**src/rtl/gate_sweep_checker_v.sv**
```systemverilog
// Exhaustive sweep engine: drives every N_IN-bit vector into a combinational gate,
// holds it HOLD clocks, and checks the output against a reduction reference.
// Optional STOP_ON_FAIL_EN: end the sweep on the first mismatching sample.
module gate_sweep_checker_v #(
  parameter int N_IN = 4,
  parameter int HOLD = 2
) (
  input  logic            i_clk,
  input  logic            i_rst,
  input  logic            i_start,
  input  logic [2:0]      i_mode,
  input  logic            i_dut_f,
  output logic [N_IN-1:0] o_vec,
  output logic            o_busy,
  output logic            o_done,
  output logic            o_pass,
  output logic [N_IN:0]   o_err_cnt,
  output logic            o_fail_valid,
  output logic [N_IN-1:0] o_first_fail
);

  localparam int CW = (HOLD > 1) ? $clog2(HOLD) : 1;
  localparam int EW = N_IN + 1;
  localparam logic [CW-1:0] HOLD_LAST = CW'(HOLD - 1);

  typedef enum logic [1:0] {S_IDLE, S_RUN, S_DONE} state_t;

  state_t          state_q, state_d;
  logic [2:0]      mode_q, mode_d;
  logic [N_IN-1:0] vec_q, vec_d;
  logic [CW-1:0]   cnt_q, cnt_d;
  logic            busy_q, busy_d;
  logic            done_q, done_d;
  logic            pass_q, pass_d;
  logic [EW-1:0]   err_q, err_d;
  logic            fv_q, fv_d;
  logic [N_IN-1:0] ff_q, ff_d;

  logic ref_f, sample, mismatch, stop;

  always_comb begin
    case (mode_q)
      3'd0:    ref_f = &vec_q;
      3'd2:    ref_f = |vec_q;
      3'd3:    ref_f = ~|vec_q;
      3'd4:    ref_f = ^vec_q;
      3'd5:    ref_f = ~^vec_q;
      default: ref_f = ~&vec_q;
    endcase
  end

  assign sample   = (cnt_q == HOLD_LAST);
  assign mismatch = sample && (i_dut_f != ref_f);
`ifdef STOP_ON_FAIL_EN
  assign stop = (&vec_q) || mismatch;
`else
  assign stop = &vec_q;
`endif

  always_comb begin
    state_d = state_q;
    mode_d  = mode_q;
    vec_d   = vec_q;
    cnt_d   = cnt_q;
    busy_d  = busy_q;
    done_d  = 1'b0;
    pass_d  = pass_q;
    err_d   = err_q;
    fv_d    = fv_q;
    ff_d    = ff_q;
    case (state_q)
      S_IDLE: begin
        if (i_start) begin
          state_d = S_RUN;
          mode_d  = i_mode;
          vec_d   = '0;
          cnt_d   = '0;
          busy_d  = 1'b1;
          pass_d  = 1'b0;
          err_d   = '0;
          fv_d    = 1'b0;
          ff_d    = '0;
        end
      end
      S_RUN: begin
        if (sample) begin
          cnt_d = '0;
          if (mismatch) begin
            err_d = err_q + EW'(1);
            if (!fv_q) begin
              fv_d = 1'b1;
              ff_d = vec_q;
            end
          end
          if (stop) begin
            // pass must reflect the count including this final sample
            state_d = S_DONE;
            busy_d  = 1'b0;
            done_d  = 1'b1;
            vec_d   = '0;
            pass_d  = (err_d == '0);
          end else begin
            vec_d = vec_q + N_IN'(1);
          end
        end else begin
          cnt_d = cnt_q + CW'(1);
        end
      end
      S_DONE:  state_d = S_IDLE;
      default: state_d = S_IDLE;
    endcase
  end

  always_ff @(posedge i_clk) begin
    if (i_rst) begin
      state_q <= S_IDLE;
      mode_q  <= '0;
      vec_q   <= '0;
      cnt_q   <= '0;
      busy_q  <= 1'b0;
      done_q  <= 1'b0;
      pass_q  <= 1'b0;
      err_q   <= '0;
      fv_q    <= 1'b0;
      ff_q    <= '0;
    end else begin
      state_q <= state_d;
      mode_q  <= mode_d;
      vec_q   <= vec_d;
      cnt_q   <= cnt_d;
      busy_q  <= busy_d;
      done_q  <= done_d;
      pass_q  <= pass_d;
      err_q   <= err_d;
      fv_q    <= fv_d;
      ff_q    <= ff_d;
    end
  end

  assign o_vec        = vec_q;
  assign o_busy       = busy_q;
  assign o_done       = done_q;
  assign o_pass       = pass_q;
  assign o_err_cnt    = err_q;
  assign o_fail_valid = fv_q;
  assign o_first_fail = ff_q;

endmodule

```
**config.mk**
```make
export PLATFORM = sky130hd
export DESIGN_NAME = gate_sweep_checker_v
export DESIGN_NICKNAME = d
export VERILOG_FILES = /design/src/rtl/gate_sweep_checker_v.sv
export SDC_FILE = /design/constraint.sdc
export NUM_CORES = 1
export LEC_CHECK = 0
export ABC_AREA = 0
export CAP_MARGIN = 20
export CORE_ASPECT_RATIO = 1.75
export CORE_MARGIN = 8
export CORE_UTILIZATION = 28
export DETAILED_ROUTE_END_ITERATION = 6
export MAX_ROUTING_LAYER = met4
export PLACE_DENSITY_LB_ADDON = 0.2
export SETUP_SLACK_MARGIN = 0.1
export SLEW_MARGIN = 10
export SYNTH_ARGS = -nofsm -noshare
export SYNTH_HDL_FRONTEND = slang
export SYNTH_SLANG_ARGS = --single-unit
```
**constraint.sdc**
```tcl
create_clock -name i_clk -period 2.1 [get_ports i_clk]
set_input_delay 0.42 -clock i_clk [delete_from_list [all_inputs] [get_ports i_clk]]
set_output_delay 0.42 -clock i_clk [all_outputs]
set_load 0.02 [all_outputs]
```
Word level (Yosys, flattened, before mapping):

Cells that the tools add are included.

* add/subtract/negate cells: 3
* eq/ne operators: 11
* multiplexer cells: 33
* bitwise gates (word level): 2
* reductions and logical operators: 19

Operator list (count)
* $mux 5: 5
* $mux 4: 6
* $pmux 4 s2: 2
* $reduce_and 4->1: 3
* $mux 1: 10
* $ne 2x2->1 const B: 5
* $pmux 5 s2: 1
* $pmux 1 s2: 4
* $eq 3x2->1 const B: 2
* $eq 3x3->1 const B: 2
* $mux 2: 3
* $reduce_and 3->1: 2
* $add 5x1->5 const B: 1
* $logic_not 5->1: 1
* $pmux 1 s5: 1
* $reduce_and 5->1: 1
* $add 4x1->4 const B: 1
* $pmux 2 s2: 1
* $reduce_and 2->1: 2
* $reduce_or 4->1: 1
* $reduce_xnor 4->1: 1
* $reduce_xor 4->1: 1
* $logic_not 3->1: 1
* $reduce_or 3->1: 1
* 8 further kinds: 10

* register bits after elaboration: 23
* output and inout port bits: 17

Depth between registers and ports, before layout:

Gate-level depths: netlist (run 1).

* depth after elaboration: 12
* mapped depth: 8

Least setup slack after synthesis (run 1):

OpenSTA, ideal clock, no wires.

* path type: register -> register
* start: register vec_q[2] (netlist: o_vec[2])
* end: register err_q[3] (netlist: o_err_cnt[3])
* data arrival time: 2.369 ns
* data required time: 2.025 ns
* path slack: -0.344 ns
* stages on the path, launching flop included: 9
* path buffers: 0
* cells stage by stage: dfxtp_1 -> inv_1 -> ha_1 -> xnor3_1 -> a22oi_2 -> o221a_2 -> xor2_2 -> or4b_1 -> a31oi_1

* word-level cells in the longest chain between the ends: 10
* elaborated cells between the ends (all ways): 14

Ends and longest elaborated chain
* start, declared: line 30 `logic [N_IN-1:0] vec_q, vec_d;`
* start signal, assigned: line 129 `vec_q <= vec_d;`
* $reduce_and 4->1 or $reduce_or 4->1 (tied branches)
* $logic_not 1->1, on equally long branches: line 48, 45
* $pmux 1 s5 (*): line 42 `case (mode_q)`
* $ne 1x1->1 (*): line 53 `assign mismatch = sample && (i_dut_f != ref_f);`
* $logic_and 1x1->1 (*): line 53
* $mux 5 (*): line 88 `if (mismatch) begin`
* $mux 5 (*): line 86 `if (sample) begin`
* $mux 5 (*): line 71 `case (state_q)`
* $mux 5 (*): line 86
* $pmux 5 s2 (*): line 71
* end signal, assigned: line 134 `err_q <= err_d;`
* end, declared: line 35 `logic [EW-1:0] err_q, err_d;`

Every way passes the cells marked *; elsewhere a longest branch is shown, timed or not. The select of a mux whose other input is x is not followed.
A chain may end at the register's enable or synchronous reset.

Final worst setup path (run 1):

Ends and elaborated chain as after synthesis.

==> results of run 1 <==
cell families after synthesis:
family | count (synthesis) | share of synthesized area [%]
simple gates | 65 | 24.50
fa+ha+maj | 5 | 4.730
compound gates | 34 | 20.06
buf+inv | 11 | 3.406
mux | 6 | 4.919
flops | 23 | 34.82
xor+xnor | 9 | 7.569
critical path: stages (launching register included):
cell and delay (ns):
dfxtp_4 0.37, inv_4 0.04, ha_4 0.24, xnor3_1 0.34, a22oi_2 0.15, o221a_4 0.23
xor2_2 0.15, or4b_1 0.44, a31oi_1 0.13
synthesized netlist by cell type (2+ instances only):
cell type and n:
dfxtp_1 23, nor2_1 17, nand2_1 14, nand2b_1 8, nand3_1 7, clkbuf_1 6, nor3_1 6, ha_1 5
xnor2_1 5, a21oi_1 4, a32o_1 4, and2_1 4, inv_1 4, mux2i_1 4, o211ai_1 4, a211oi_1 2
a21o_1 2, a31oi_1 2, nand4_1 2, nor2b_1 2, nor3b_1 2, o21a_1 2, o31ai_1 2, xor2_1 2
state kept, by name, indices dropped and copies added (netlist names):
name          cells
o_err_cnt         5
o_first_fail      4
o_vec             4
mode_q            3
state_q           2
cnt_q             1
o_busy            1
o_done            1
o_fail_valid      1
o_pass            1
power by group:
part | internal [mW] | switching, mW
combinational | 0.118 | 0.105
clock | 0.132 | 0.141
sequential | 0.445 | 0.0140
total | 0.695 | 0.260
layer usage:
layer / vias to the layer above / global-route usage, % / part of all wire, %
li1: 637 / - / -
met1: 622 / 10.65 / 37
met2: 22 / 20.50 / 57
met3: 6 / 1.148 / 3.5
met4: 0 / 5.007 / 2.0
met5: - / - / 0
layout by cell type, fill, tap and decap left out, types with 2 or more instances in the layout:
| cell | instances |
|---|---|
| dfxtp_4 | 4 |
| xor2_1 | 2 |
| a211oi_1 | 2 |
| nor2_1 | 17 |
| clkdlybuf4s50_1 | 23 |
| and2_1 | 3 |
| o211ai_1 | 4 |
| nand3_1 | 6 |
| ha_4 | 2 |
| ha_1 | 3 |
| xnor2_1 | 5 |
| mux2i_1 | 4 |
| nor2b_1 | 2 |
| o31ai_1 | 2 |
| nor3_1 | 6 |
| a32o_1 | 4 |
| a21oi_1 | 4 |
| a31oi_1 | 2 |
| o21a_1 | 2 |
| dfxtp_1 | 18 |
| a21o_1 | 2 |
| nand2b_1 | 8 |
| nand4_1 | 2 |
| nand2_1 | 13 |
| inv_2 | 3 |
| buf_12 | 2 |
| clkbuf_8 | 3 |
| buf_4 | 20 |
cell type report:
class,count,area share [%]
inverters,4,0.9198
multi-input cells,119,46.12
well taps,52,3.417
clock buffers,3,2.168
flip-flops and latches,23,25.03
clock inverters,1,0.2628
repair buffers,45,22.08
worst paths after layout:
| check | endpoint | slack [ns] | depth (start not counted) |
|---|---|---|---|
| worst max-delay path | o_err_cnt[3] | -0.06 | 8 |
| worst min register to register | o_busy | 0.46 | 2 |
| worst max register to register | o_err_cnt[3] | -0.06 | 8 |
| worst min-delay path | o_busy | 0.46 | 2 |
timing repair:
item	in CTS	in global routing
pin swaps	2	0
gates resized for setup	4	3
setup buffers	3	0
cloned	0	0
setup endpoints to repair	10	11
==> results.toml, run 1 <==
[status]
status = "complete, but fails checks"
violations = "negative setup slack"

[drt]
vias = 1287
drtPass1Iterations = 4
wl_um = 3710
drt_iter0_drc = 75
viasPerCell = 5.211
ant_nets = 0
drc_errors = 0
routedWlPerCell_um = 15.02

[cts]
worst_skew_pair.late_latency_ns = 0.26
numCtsBuffers = 3
cts_root_buf = "clkbuf_8"
postCtsHoldBufs = 0
cts_buffer_depth = 2
htreeDepth = 1
cts_tree = "done"
numClockSinks = 23
path_clk_slew_ns = 0.08

[placement]
place_ws_ns = -0.07578
dp_hpwl_um = 3082
gp_congestion = 0.9581
dpl_cell_area_sq_um = 1800
port-buffer-count = 23
numPlacedInstances = 240

[final_layout]
syn_to_final_growth_pct = 43.99
nFillCells = 479
drive_gt1_share_pct = 23.59
multi_input_area_sq_um = 878.3
diodes = 0
layout.cells.non_filler = 247
nets = 208
utilization_pct = 41.18
final_area_sq_um = 1904
final-seq-area_sq_um = 476.7

[timing]
fin_crit_sh_pct = 102.8
setup_viol = 3
period_needed_ns = 2.159
rsz0062_at_grt = "true"
worst_slack_ns = -0.05905
slew_violations = 0
worst_slew_pin_slew_ns = 0.4422
skew_ns = 0.002697
holdWs_ns = 0.4602
final_hold_viol_count = 0
setup-tns-final_ns = -0.1189
slew_headroom_pct = 70.29
fmax_mhz = 463.2

[power_and_ir_drop]
power.leakage_nw = 0.6992
powerDensity_nw_per_um2 = 501.4
ir_drop_uv = 298.2
finalPower_mw = 0.9549

[grt]
grt_max_degree = 14
grt_overflow_total = 0
grt_pass1_vias = 1363
grt_pass1_wl_um = 6223
antenna_found_initial = 0
grtUsageTotal_pct = 11.00

[floorplan]
rows = 33
fp.coreArea_sq_um = 4624
die_w_um = 67.95
die_area_sq_um = 7265
io_pins = 24
start_util_pct = 28.60
die_h_um = 106.9

[worst_setup_path]
worst_setup_path_end_kind = "flip-flop"
start_kind = "flip-flop"
worst_ep_required_time_ns = 2.29
crit_fanout = 2
cp.arrival_ns = 2.35
r2r_start = "o_vec[2]"
crit_type = "reg2reg"
startpoint = "o_vec[2]"

[logic_synthesis]
synth_edf_count = 0
ys_ff_latch = 23
avgSynthCellArea_sq_um = 8.644
synthFlopType = "dfxtp_1"
async_reset_ff_share_pct = 0
synth_fp_nets = 165
yosysWarnings = 0
synth_area_leaders = "dfxtp_1 (35%), nor2_1 (4.8%), ha_1 (4.7%), nand2_1 (4.0%), nand2b_1 (3.8%)"
yosysTopAreaCellShare_pct = 34.82
synth_cells = 153
synth.distinct_cells = 44
seq_area_frac_synth_pct = 34.82
yosys.area.top_type = "dfxtp_1"
syn_area_sq_um = 1323

[worst_hold_path]
min_from = "o_busy"
hold_class = "reg2reg"

[job]
drv_cap = 0
Note: power is estimated with default switching activity, not from simulation.
==> run 2, diff against run 1 <==
--- a/config.mk
+++ b/config.mk
@@ -11,6 +11,7 @@
 export CORE_MARGIN = 8
 export CORE_UTILIZATION = 28
 export DETAILED_ROUTE_END_ITERATION = 6
+export GPL_ROUTABILITY_DRIVEN = 0
 export MAX_ROUTING_LAYER = met4
 export PLACE_DENSITY_LB_ADDON = 0.2
 export SETUP_SLACK_MARGIN = 0.1
==> results of run 2 <==
The final DEF is identical to that of run 1; final timing and power are the same.
